<file path="src/rtl/dispatch_ctrl.sv">
// dispatch_ctrl: in-order dispatch stage between the instruction queue and
// the four reservation queues (INT, MULT, DIV, MEM).
//
// Ports
//   clk, rst_n                   clock, asynchronous active-low reset
//   ifq_valid/ifq_inst/ifq_pc    instruction-queue head
//   ifq_pop                      pops the head this cycle
//   *_full / *_we                reservation-queue full flags / write enables
//   disp_inst/disp_pc/disp_tag   dispatch payload (valid when a *_we is high)
//   disp_reg_write               dispatched instruction writes rd
//   jmp_o, invalid_op            JAL redirect pulse, illegal-opcode pulse
//   br_done, retire, flush       branch resolved, one retirement, pipeline flush
//   stall                        head valid but not popped this cycle
//   dbg_state, dbg_count         FSM state (RUN=0, WAIT_BR=1, JUMP=2) and
//                                outstanding count, for observation
//
// Handshake: ifq_valid is the producer's valid and ifq_pop is our ready; a
// head transfers exactly in a cycle where both are high. The *_we strobes
// are single-cycle pushes; the consumer signals back-pressure only through
// its *_full flag, sampled in the same cycle.
module dispatch_ctrl #(
   parameter int TAG_W   = 5,
   parameter int MAX_OUT = 16
) (
   input  logic                           clk,
   input  logic                           rst_n,
   input  logic                           ifq_valid,
   input  logic [31:0]                    ifq_inst,
   input  logic [31:0]                    ifq_pc,
   output logic                           ifq_pop,
   input  logic                           int_full,
   input  logic                           mult_full,
   input  logic                           div_full,
   input  logic                           mem_full,
   output logic                           int_we,
   output logic                           mult_we,
   output logic                           div_we,
   output logic                           mem_we,
   output logic [31:0]                    disp_inst,
   output logic [31:0]                    disp_pc,
   output logic [TAG_W-1:0]               disp_tag,
   output logic                           disp_reg_write,
   output logic                           jmp_o,
   output logic                           invalid_op,
   input  logic                           br_done,
   input  logic                           retire,
   input  logic                           flush,
   output logic                           stall,
   output logic [1:0]                     dbg_state,
   output logic [$clog2(MAX_OUT+1)-1:0]   dbg_count
);

   localparam int CNT_W = $clog2(MAX_OUT + 1);
   localparam logic [CNT_W-1:0] MAX_CNT = CNT_W'(MAX_OUT);

   typedef enum logic [1:0] {RUN = 2'd0, WAIT_BR = 2'd1, JUMP = 2'd2} state_t;
   typedef enum logic [2:0] {C_INT, C_MULT, C_DIV, C_MEM, C_INVALID} cls_t;

   state_t            state_q, state_d;
   logic [TAG_W-1:0]  tag_q, tag_d;
   logic [CNT_W-1:0]  count_q, count_d;

   cls_t  cls;
   logic  reg_wr, is_br, is_jal, is_jalr;
   logic  target_full, can_issue, do_disp, do_inv, dec;

   // Opcode decode into a target class plus control-flow flags.
   always_comb begin
      cls     = C_INVALID;
      reg_wr  = 1'b0;
      is_br   = 1'b0;
      is_jal  = 1'b0;
      is_jalr = 1'b0;
      case (ifq_inst[6:0])
         7'b0110011: begin
            reg_wr = 1'b1;
            if (ifq_inst[31:25] == 7'b0000001)
               cls = (ifq_inst[14:12] < 3'd4) ? C_MULT : C_DIV;
            else
               cls = C_INT;
         end
         7'b0010011, 7'b0110111, 7'b0010111: begin
            cls = C_INT;  reg_wr = 1'b1;
         end
         7'b0000011: begin cls = C_MEM; reg_wr = 1'b1; end
         7'b0100011: begin cls = C_MEM; reg_wr = 1'b0; end
         7'b1100011: begin cls = C_INT; is_br  = 1'b1; end
         7'b1101111: begin cls = C_INT; is_jal = 1'b1; reg_wr = 1'b1; end
         7'b1100111: begin cls = C_INT; is_jalr = 1'b1; reg_wr = 1'b1; end
         default:    cls = C_INVALID;
      endcase
   end

   always_comb begin
      case (cls)
         C_INT:   target_full = int_full;
         C_MULT:  target_full = mult_full;
         C_DIV:   target_full = div_full;
         C_MEM:   target_full = mem_full;
         default: target_full = 1'b0;
      endcase
   end

   // rst_n is folded in so every strobe is forced low while reset is held,
   // not just after the next edge.
   assign can_issue = rst_n && (state_q == RUN) && !flush && ifq_valid;
   assign do_disp   = can_issue && (cls != C_INVALID) && !target_full && (count_q < MAX_CNT);
   // Illegal heads are dropped even under back-pressure so they cannot wedge the queue.
   assign do_inv    = can_issue && (cls == C_INVALID);
   assign dec       = retire && (count_q != '0);

   assign ifq_pop        = do_disp || do_inv;
   assign int_we         = do_disp && (cls == C_INT);
   assign mult_we        = do_disp && (cls == C_MULT);
   assign div_we         = do_disp && (cls == C_DIV);
   assign mem_we         = do_disp && (cls == C_MEM);
   assign jmp_o          = do_disp && is_jal;
   assign invalid_op     = do_inv;
   assign disp_reg_write = do_disp && reg_wr;
   assign disp_inst      = ifq_inst;
   assign disp_pc        = ifq_pc;
   assign disp_tag       = tag_q;
   assign stall          = rst_n && ifq_valid && !ifq_pop;
   assign dbg_state      = state_q;
   assign dbg_count      = count_q;

   always_comb begin
      state_d = state_q;
      tag_d   = tag_q;
      count_d = count_q;
      if (flush) begin
         // Flush wins over everything; the tag keeps running so stale tags
         // still in flight can never alias fresh ones.
         state_d = RUN;
         count_d = '0;
      end else begin
         case (state_q)
            RUN: begin
               if (do_disp && (is_br || is_jalr)) state_d = WAIT_BR;
               else if (do_disp && is_jal)        state_d = JUMP;
            end
            WAIT_BR: if (br_done) state_d = RUN;
            JUMP:    state_d = RUN;
            default: state_d = RUN;
         endcase
         if (do_disp) tag_d = tag_q + TAG_W'(1);
         if (do_disp && !dec)      count_d = count_q + CNT_W'(1);
         else if (!do_disp && dec) count_d = count_q - CNT_W'(1);
      end
   end

   always_ff @(posedge clk or negedge rst_n) begin
      if (!rst_n) begin
         state_q <= RUN;
         tag_q   <= '0;
         count_q <= '0;
      end else begin
         state_q <= state_d;
         tag_q   <= tag_d;
         count_q <= count_d;
      end
   end

endmodule
</file>
<file path="config.mk">
export PLATFORM = sky130hd
export DESIGN_NAME = dispatch_ctrl
export DESIGN_NICKNAME = d
export VERILOG_FILES = /design/src/rtl/dispatch_ctrl.sv
export SDC_FILE = /design/constraint.sdc
export NUM_CORES = 1
export LEC_CHECK = 0
export BUFFER_PORTS_ARGS = -buffer_cell sky130_fd_sc_hd__buf_2
export CAP_MARGIN = 40
export CORE_MARGIN = 2
export CORE_UTILIZATION = 31
export DETAILED_ROUTE_END_ITERATION = 12
export GPL_TIMING_DRIVEN = 0
export PLACE_DENSITY = 0.8
export REMOVE_ABC_BUFFERS = 1
export SYNTH_ARGS = -nofsm -noshare
export SYNTH_HDL_FRONTEND = slang
export SYNTH_SLANG_ARGS = --single-unit
</file>
<file path="constraint.sdc">
create_clock -name clk -period 2.43 [get_ports clk]
set_input_delay 0.243 -clock clk [delete_from_list [all_inputs] [get_ports clk]]
set_output_delay 0.243 -clock clk [all_outputs]
set_load 0.02 [all_outputs]
</file>
==> run metrics, run 1 <==
Slew Limit Fails 0; Die Y 71.5 µm; Distinct cells, synth 42; # fillers 442; max-cap violation count 0; Post-DP Area 1300 µm²; failing checks negative setup slack; Worst EP arrival 2.78 ns; DR iter-0 viols 34; family with the most delay on the worst path compound AO/OA/AOI/OAI gates; Crit Path Max Fanout 4; Final nets 258; core area 4380 µm²; Starting Density 0.322; status complete, but fails checks; clk_skew 0.00127 ns; syn avg cell area 8.61 µm²; CP Launch Type flip-flop; Die ar. 5110 µm²; clk slew on worst S/H paths 0.05 ns; setup_tns -0.499 ns; Leak 0.754 nW; element type at the critical path end flip-flop; std cell rows 24; Post-Route WL 5760 µm; Post-synth EDFFs 0; leading cell type in the layout, fill and taps excluded buf_2; Yosys reg bits 12; kind of critical path flip-flop to flip-flop; # setup viols final 5; Syn Inst Count 164; Tcrit/Tclk final 1.08; Power per Cell Area 737 nW/µm²; Via Count 1175; vias in the first global route 1154; FF+latch area 302 µm²; highest clock rate 0.381 GHz; CTS max path bufs 2; Antenna diodes 0; Area Growth Syn to Fin 8.41%; initial antenna violation count 0; cts bufs inserted 3; largest net degree at the start of global routing 13; Syn Std Cell Area 1410 µm²; Hold Crit Class primary input to flip-flop; die width 71.5 µm; RSZ-0062 raised after global routing true; CP max stage delay 0.55 ns; Post-Layout Inst Area 1530 µm²; Rel. slew slack 0.616; Remaining DRCs 0; Worst-Skew Late Latency 0.23 ns; Max VDD drop 0.259 mV; DP HPWL 4810 µm; Routed Antenna Nets 0; Total GRT Usage 0.218; detailed-route vias per instance 5.13; cell mode on critical path a21o_1; Req. time, crit path 2.59 ns; fraction of registers with async set/reset 1.00; minimum clock period 2.62 ns; YS warnings 0; slowest CP cell or4_4; first-pass GRT wire length 7800 µm; # IOs 159; TritonCTS clock tree done; Port Buffer Count 60; remaining global-route overflow 0; CTS root buf clkbuf_8; register area share after synthesis 0.213; Final Hold Fails 0; Tightest Pin Transition 0.574 ns; Final GP Congestion 0.767; share of cells above drive strength 1 0.565; final setup margin -0.191 ns; drt wl/cell 25.1 µm; clk sinks 12; most used flip-flop cell after synthesis dfrtp_1; Pre-antenna DRT Iters 4; H-tree Lvls 1; critical-path cell list or4_4 > o21a_4 > nor3_4 > inv_2 > fa_2 > a21o_1 > a21o_1 > nor3_2 > a32oi_1 > a21oi_1; multi-input logic area 692 µm²; commonest non-fill, non-tap cells in the layout buf_2, buf_4, dfrtp_1; CP Buf/Inv Count 1
[cell families (layout without fill, tap and decap cells)]
family                     count (synthesis)  in the layout  synth area share
and+or+nand+nor                           47             47             0.221
buffers and inverters                     68             81             0.351
adders and majority gates                  6              6            0.0585
xor gates and xnor gates                   6              6            0.0372
muxes                                      3              3            0.0221
AOI/OAI and AO/OA                         22             22            0.0983
DFF                                       12             12             0.213
[per-layer routing]
| layer | GRT usage | up-vias | share of wire |
|---|---|---|---|
| met5 | 0.0202 | - | 0 |
| met4 | 0.0461 | 0 | 0.015 |
| met3 | 0.250 | 4 | 0.25 |
| met2 | 0.297 | 104 | 0.40 |
| met1 | 0.220 | 531 | 0.33 |
| li1 | - | 536 | - |
[flip-flops by register name, indices dropped and copies added, names as in the netlist]
signal and cells:
disp_tag 5, dbg_count 5, dbg_state 2
[through the flow]
step	hold slack, ns	utilization	total power, W	setup WS, ns	cells
global route	0.246	0.349	0.00121	-0.292	229
floorplan	-0.0526	-	0.000605	-0.393	100
CTS	0.240	0.342	0.00108	-0.177	228
finish	0.245	0.349	0.00113	-0.191	229
detailed placement	0.142	0.296	0.000779	-0.825	212
global placement	0.144	0.296	0.000765	-0.787	212
[cell usage after synthesis (2+ instances only)]
cell | number | share of area
buf_4 | 64 | 0.34
dfrtp_1 | 12 | 0.21
a21oi_1 | 7 | 0.025
nand2_1 | 7 | 0.019
nor3_1 | 7 | 0.025
o21ai_0 | 6 | 0.021
ha_1 | 5 | 0.044
nor2_1 | 4 | 0.011
xnor2_1 | 4 | 0.025
inv_1 | 3 | 0.0080
nand3_1 | 3 | 0.011
nor4_1 | 3 | 0.013
a21o_1 | 2 | 0.011
and3_2 | 2 | 0.011
mux2i_1 | 2 | 0.014
nand4_1 | 2 | 0.0089
nand4b_1 | 2 | 0.012
nor3b_1 | 2 | 0.011
or2_2 | 2 | 0.0089
or4_1 | 2 | 0.011
xor2_1 | 2 | 0.012
[layout make-up]
class,count,share of cell area
well taps,52,0.0425
inverters,4,0.00980
multi-input cells,84,0.452
clock buffers,4,0.0359
repair buffers,73,0.263
flip-flops and latches,12,0.197
[path summary, 6_finish.rpt]
check | start | endpoint | slack [ns] | depth (start not counted)
setup / recovery | dbg_count[1] | dbg_count[4] | -0.19 | 10
hold / removal | flush | dbg_count[0] | 0.24 | 2
setup reg to reg | dbg_count[1] | dbg_count[4] | -0.19 | 10
hold reg to reg | disp_tag[4] | disp_tag[4] | 0.47 | 1
max in group asynchronous | rst_n | dbg_count[0] | 1.43 | 2
min in group asynchronous | rst_n | dbg_count[3] | 0.59 | 2
[power by group]
group	switching (W)	total [W]	internal, W
registers	0.0000580	0.000299	0.000241
clock network	0.0000685	0.000211	0.000143
logic	0.000334	0.000618	0.000284
total	0.000460	0.00113	0.000668
[what timing repair did]
action,4_1_cts,5_1_grt
resized for setup,12,5
pin swaps,6,5
hold buffers,1,0
endpoints found under the hold margin,12,0
setup buffers,11,2
endpoints found under the setup margin,7,11
No activity file was read; power rests on OpenSTA's default activity.
==> inputs of run 2 (changes only) <==
--- a/config.mk
+++ b/config.mk
@@ -9,2 +9,3 @@
 export CAP_MARGIN = 40
+export CORE_ASPECT_RATIO = 1.1
 export CORE_MARGIN = 2
@@ -13,2 +14,3 @@
 export GPL_TIMING_DRIVEN = 0
+export HOLD_SLACK_MARGIN = 0.06
 export PLACE_DENSITY = 0.8
--- a/constraint.sdc
+++ b/constraint.sdc
@@ -3,2 +3,2 @@
 set_output_delay 0.243 -clock clk [all_outputs]
-set_load 0.02 [all_outputs]
+set_load 0.05 [all_outputs]
==> run 2 against run 1 <==
  * The run still ends with negative setup slack left
  * Cell count is 3.5% higher
  * Largest power group unchanged
  * Via count grew 3.7%
  * Sequential power barely moved
  * Power rose by 10%
  * Fmax up 0.75%
  * Count of clock-buffer cells in the layout unchanged
==> run metrics, run 2 (same netlist as run 1, synthesis figures left out) <==
status complete, but fails checks (unchanged); failing checks negative setup slack (unchanged); max-cap violation count 0 (unchanged); # fillers 443 (was 442); Final Hold Fails 0 (unchanged); die width 68.4 µm (was 71.5 µm); Die ar. 5110 µm² (about the same); initial antenna violation count 0 (unchanged); vias in the first global route 1029 (was 1154); CTS max path bufs 2 (unchanged); Port Buffer Count 60 (unchanged); leading cell type in the layout, fill and taps excluded buf_2 (unchanged); minimum clock period 2.60 ns (was 2.62 ns); Via Count 1219 (was 1175); Antenna diodes 0 (unchanged); core area 4350 µm² (was 4380 µm²); TritonCTS clock tree done (unchanged); clk_skew 0.00265 ns (was 0.00127 ns); DP HPWL 4830 µm (was 4810 µm); Remaining DRCs 0 (unchanged); DR iter-0 viols 115 (was 34); Worst EP arrival 2.78 ns (about the same); cts bufs inserted 3 (unchanged); Worst-Skew Late Latency 0.25 ns (was 0.23 ns); RSZ-0062 raised after global routing true (unchanged); detailed-route vias per instance 5.14 (was 5.13); CTS root buf clkbuf_8 (unchanged); drt wl/cell 25.0 µm (was 25.1 µm); clk sinks 12 (unchanged); Routed Antenna Nets 0 (unchanged); remaining global-route overflow 0 (unchanged); element type at the critical path end flip-flop (unchanged); highest clock rate 0.384 GHz (was 0.381 GHz); Layout Utilization 0.374 (was 0.349); H-tree Lvls 1 (unchanged); Crit Path Max Fanout 3 (was 4); setup slack, reg-to-reg -0.14 ns (was -0.19 ns); Tightest Pin Transition 0.593 ns (was 0.574 ns); Area Growth Syn to Fin 15.0% (was 8.41%); Rel. slew slack 0.604 (was 0.616); final setup margin -0.172 ns (was -0.191 ns); # IOs 159 (unchanged); Power per Cell Area 766 nW/µm² (was 737 nW/µm²); Final GP Congestion 0.920 (was 0.767); Setup crit start ifq_inst[31] (was dbg_count[1]); Final nets 264 (was 258); Reg2Reg Depth 10 (unchanged); reg-to-reg critical path endpoint dbg_count[4] (unchanged); Req. time, crit path 2.61 ns (was 2.59 ns); kind of critical path primary input to flip-flop (was flip-flop to flip-flop); Post-Route WL 5930 µm (was 5760 µm); std cell rows 25 (was 24); # setup viols final 6 (was 5); FF-to-FF Start dbg_count[3] (was dbg_count[1]); Leak 0.792 nW (was 0.754 nW); Hold Crit Class primary input to flip-flop (unchanged); Total GRT Usage 0.222 (was 0.218); CP Launch Type primary input (was flip-flop); Max VDD drop 0.390 mV (was 0.259 mV); largest net degree at the start of global routing 13 (unchanged); Tcrit/Tclk final 1.07 (was 1.08); multi-input logic area 706 µm² (was 692 µm²); Pre-antenna DRT Iters 6 (was 4); Post-Layout Inst Area 1620 µm² (was 1530 µm²); Post-DP Area 1300 µm² (about the same); total power 0.00124 W (was 0.00113 W); commonest non-fill, non-tap cells in the layout buf_2, buf_4, dfrtp_1 (unchanged); Die Y 74.8 µm (was 71.5 µm); Slew Limit Fails 0 (unchanged); clk slew on worst S/H paths 0.06 ns (was 0.05 ns); share of cells above drive strength 1 0.590 (was 0.565); FF+latch area 302 µm² (unchanged); Setup crit end dbg_count[4] (unchanged); first-pass GRT wire length 7460 µm (was 7800 µm); Starting Density 0.325 (was 0.322)
run 2: cell count changes in the layout (fill, tap and decap cells not counted), moves of 2 or more:
| cell | delta |
|---|---|
| buf_4 | +11 |
| buf_2 | -8 |
| buf_6 | +3 |
| nor2_4 | +2 |
run 2: worst min-delay path by stage:
stage,start,end,slack [ns],depth (start not counted)
global placement,rst_n,dbg_count[2],0.14,1
CTS,flush,dbg_count[3],0.23,2
detailed placement,rst_n,dbg_count[2],0.15,1
finish,flush,dbg_count[4],0.24,2
global route,flush,dbg_count[1],0.25,2
floorplan,rst_n,dbg_count[0],-0.05,0
run 2: final cells by class:
class / count / share of cell area
multi-input combinational: 84 / 0.435
timing repair buffer: 79 / 0.295
clock buffer: 4 / 0.0339
inverter: 4 / 0.00924
sequential: 12 / 0.186
tap: 54 / 0.0416
run 2: timing repair:
action	4_1_cts	5_1_grt
resized for setup	20	13
pin swaps	14	11
endpoints found under the hold margin	12	0
buffers inserted	13	5
endpoints found under the setup margin	7	11
hold buffers	1	0
run 2: through the flow:
step / std cells / hold WS (ns) / setup slack, ns / setup TNS (ns)
after floorplan: 100 / -0.0526 / -1.04 / -6.11
after global placement: 214 / 0.142 / -0.800 / -3.35
after detailed placement: 214 / 0.151 / -0.802 / -3.31
after CTS: 232 / 0.230 / -0.163 / -0.215
after global routing: 237 / 0.249 / -0.314 / -1.04
final: 237 / 0.239 / -0.172 / -0.452
run 2: power by group:
part	switching [W]	internal, W	leakage [nW]
clock	0.0000847	0.000144	0.0288
sequential	0.0000563	0.000241	0.162
combinational	0.000447	0.000272	0.601
total	0.000588	0.000657	0.792
run 2: per-layer routing:
metal / global-route usage / vias up / wire, µm
met2: 0.315 / 98 / 2510
met3: 0.266 / 12 / 1480
li1: - / 549 / -
met1: 0.213 / 558 / 1880
met4: 0.0222 / 2 / 41
met5: 0.0417 / - / 27
run 2: critical path, stage by stage:
cell and delay, ns:
buf_6 0.09, or4_4 0.53, nor4_4 0.34, mux2i_2 0.12, buf_4 0.16, nor3_4 0.21, inv_2 0.08, fa_2 0.34
a21o_1 0.17, a21o_1 0.17, nor3_2 0.10, a32oi_1 0.07, a21oi_1 0.15
==> inputs of run 3 (changes only) <==
Settings changed: CORE_UTILIZATION 31 to 37, PLACE_DENSITY 0.8 to 0.9.
Clock period 2.43 ns to 3.1 ns, I/O delays scaled along.
==> run 3 against run 2 <==
  * The flow now finishes without violations
  * Clock skew fell by 0.0013 ns
  * Critical path depth is 5 lower
  * Combinational power down 33%
  * Utilization up 0.82 points
  * Global-route usage increased by 3.0 points
  * Power is 29% lower
  * Cell count fell by 8.9%
  * Clock power is 26% lower
  * Die area shrank 15%
  * Routed wire length decreased by 5.2%
  * Count of clock-buffer cells in the layout unchanged
  * Sequential power decreased by 22%
  * Critical endpoint is now stall
  * Largest power group unchanged
==> run metrics, run 3 (same netlist as run 1, synthesis figures left out) <==
Routed Antenna Nets 0 (unchanged); # IOs 159 (unchanged); drt wl/cell 26.0 µm (was 25.0 µm); Final nets 247 (was 264); cts bufs inserted 3 (unchanged); setup_tns 0 ns (was -0.452 ns); first-pass GRT wire length 7420 µm (was 7460 µm); clk_skew 0.00134 ns (was 0.00265 ns); Area Growth Syn to Fin -1.24% (was 15.0%); Psw 0.000421 W (was 0.000588 W); Starting Density 0.387 (was 0.325); clk slew on worst S/H paths 0.05 ns (was 0.06 ns); Post-Layout Inst Area 1400 µm² (was 1620 µm²); leading cell type in the layout, fill and taps excluded buf_2 (unchanged); core area 3650 µm² (was 4350 µm²); Worst EP arrival 2.64 ns (was 2.78 ns); Setup crit start ifq_inst[27] (was ifq_inst[31]); Final GP Congestion 0.806 (was 0.920); CP max stage delay 0.54 ns (was 0.53 ns); FF-to-FF Start dbg_count[1] (was dbg_count[3]); Remaining DRCs 0 (unchanged); Die ar. 4330 µm² (was 5110 µm²); Cells after DPL 210 (was 214); remaining global-route overflow 0 (unchanged); switching share of total power 0.478 (was 0.472); minimum clock period 2.95 ns; TritonCTS clock tree done (unchanged); detailed-route vias per instance 5.19 (was 5.14); Power per Cell Area 632 nW/µm² (was 766 nW/µm²); Worst-Skew Late Latency 0.24 ns (was 0.25 ns); Hold Crit Class primary input to flip-flop (unchanged); Max VDD drop 0.416 mV (was 0.390 mV); CP Buf/Inv Count 2 (was 3); # setup viols final 0 (was 6); vias in the first global route 1025 (was 1029); clock share of power 0.192 (was 0.183); std cell rows 23 (was 25); RSZ-0062 raised after global routing false (was true); initial antenna violation count 0 (unchanged); Reg power frac 0.264 (was 0.239); Die Y 68.8 µm (was 74.8 µm); Final Hold Fails 0 (unchanged); CP Depth 8 (was 13); final cell count without fillers 216 (was 237); status complete, no violations (was complete, but fails checks); family with the most delay on the worst path simple AND/OR/NAND/NOR gates (unchanged); Leak 0.695 nW (was 0.792 nW); H-tree Lvls 1 (unchanged); critical-path cell list buf_2 > or4_4 > nor4_4 > mux2i_2 > nor2_1 > or2_2 > nor2_1 > buf_2 (was buf_6 > or4_4 > nor4_4 > mux2i_2 > buf_4 > nor3_4 > inv_2 > fa_2 > a21o_1 > a21o_1 > nor3_2 > a32oi_1 > a21oi_1); CP Launch Type primary input (unchanged); Rel. slew slack 0.653 (was 0.604); slowest CP cell or4_4 (unchanged); die width 62.9 µm (was 68.4 µm); Reg2Reg Depth 10 (unchanged); DP HPWL 4920 µm (was 4830 µm); Tightest Pin Transition 0.518 ns (was 0.593 ns); DR iter-0 viols 28 (was 115); Antenna diodes 0 (unchanged); reg-to-reg critical path endpoint dbg_count[4] (unchanged); max-cap violation count 0 (unchanged); Post-Route WL 5620 µm (was 5930 µm); Port Buffer Count 60 (unchanged); hold wc startpoint flush (unchanged); Tcrit/Tclk final 0.952; Total GRT Usage 0.251 (was 0.222); internal cell power 0.000460 W (was 0.000657 W); Via Count 1121 (was 1219); highest clock rate 0.339 GHz; element type at the critical path end primary output (was flip-flop); kind of critical path primary input to primary output (was primary input to flip-flop); Req. time, crit path 2.79 ns (was 2.61 ns); CTS max path bufs 2 (unchanged); Comb power frac 0.544 (was 0.578); share of cells above drive strength 1 0.494 (was 0.590); Fin Hold WS 0.308 ns (was 0.239 ns); Pre-antenna DRT Iters 4 (was 6); setup slack, reg-to-reg 0.26 ns (was -0.14 ns); Layout Utilization 0.382 (was 0.374); commonest non-fill, non-tap cells in the layout buf_2, dfrtp_1, nand2_1, nor3_1, a21oi_1 (was buf_2, buf_4, dfrtp_1); Slew Limit Fails 0 (unchanged); largest net degree at the start of global routing 13 (unchanged); Setup crit end stall (was dbg_count[4]); clk sinks 12 (unchanged); Post-DP Area 1290 µm² (was 1300 µm²); Crit Path Max Fanout 6 (was 3); CTS root buf clkbuf_8 (unchanged)
## run 3: changes by cell type in the layout (fill, tap and decap cells not counted), sizes merged
cell and delta:
buf -17
## run 3: final cells by class
cell class              count  area, µm²
fillers                   390       2260
multi-input cells          84        644
repair buffers             62        318
flip-flops and latches     12        300
well taps                  50       62.6
clock buffers               4       55.1
inverters                   4       15.0
## run 3: layer usage
layer,vias to the layer above,track usage,wire (µm)
met5,-,0.0375,0
met4,0,0.0694,103
met3,8,0.308,1470
met2,102,0.426,2630
met1,498,0.167,1410
li1,513,-,-
## run 3: worst min path at each step
| stage | to | slack, ns | cells after the start |
|---|---|---|---|
| 2_1_floorplan | dbg_count[0] | 0.01 | 0 |
| 3_3_place_gp | dbg_state[1] | 0.20 | 1 |
| 3_5_place_dp | dbg_state[1] | 0.21 | 1 |
| 4_1_cts | dbg_count[4] | 0.31 | 2 |
| 5_1_grt | dbg_count[1] | 0.32 | 2 |
| 6_report | dbg_count[3] | 0.31 | 2 |
## run 3: worst register-to-register path: cells and delay by family, from the launching register on
| kind | cells | cell delay (ns) |
|---|---|---|
| AOI/OAI and AO/OA | 5 | 0.84 |
| buffers and inverters | 1 | 0.13 |
| DFF | 1 | 0.43 |
| and+or+nand+nor | 3 | 0.94 |
| adders and majority gates | 1 | 0.43 |
## run 3: power groups by stage
stage | logic, W | clock network, W | registers [W]
5_1_grt | 0.000527 | 0.000177 | 0.000241
6_report | 0.000479 | 0.000169 | 0.000233
4_1_cts | 0.000479 | 0.000171 | 0.000231
3_5_place_dp | 0.000473 | 0 | 0.000233
3_3_place_gp | 0.000464 | 0 | 0.000233
2_1_floorplan | 0.000212 | 0 | 0.000337
## run 3: repair_timing
item	4_1_cts	5_1_grt
resized for setup	1	3
buffers inserted	0	1
endpoints found under the setup margin	1	3
hold endpoints to repair	12	0
hold buffers	1	0
pin swaps	0	1
## run 3: metrics by stage
step / total power, W / worst slack, ns
floorplan: 0.000550 / -0.441
global placement: 0.000696 / -0.187
detailed placement: 0.000706 / -0.257
CTS: 0.000881 / 0.0695
global route: 0.000945 / 0.0226
finish: 0.000881 / 0.150
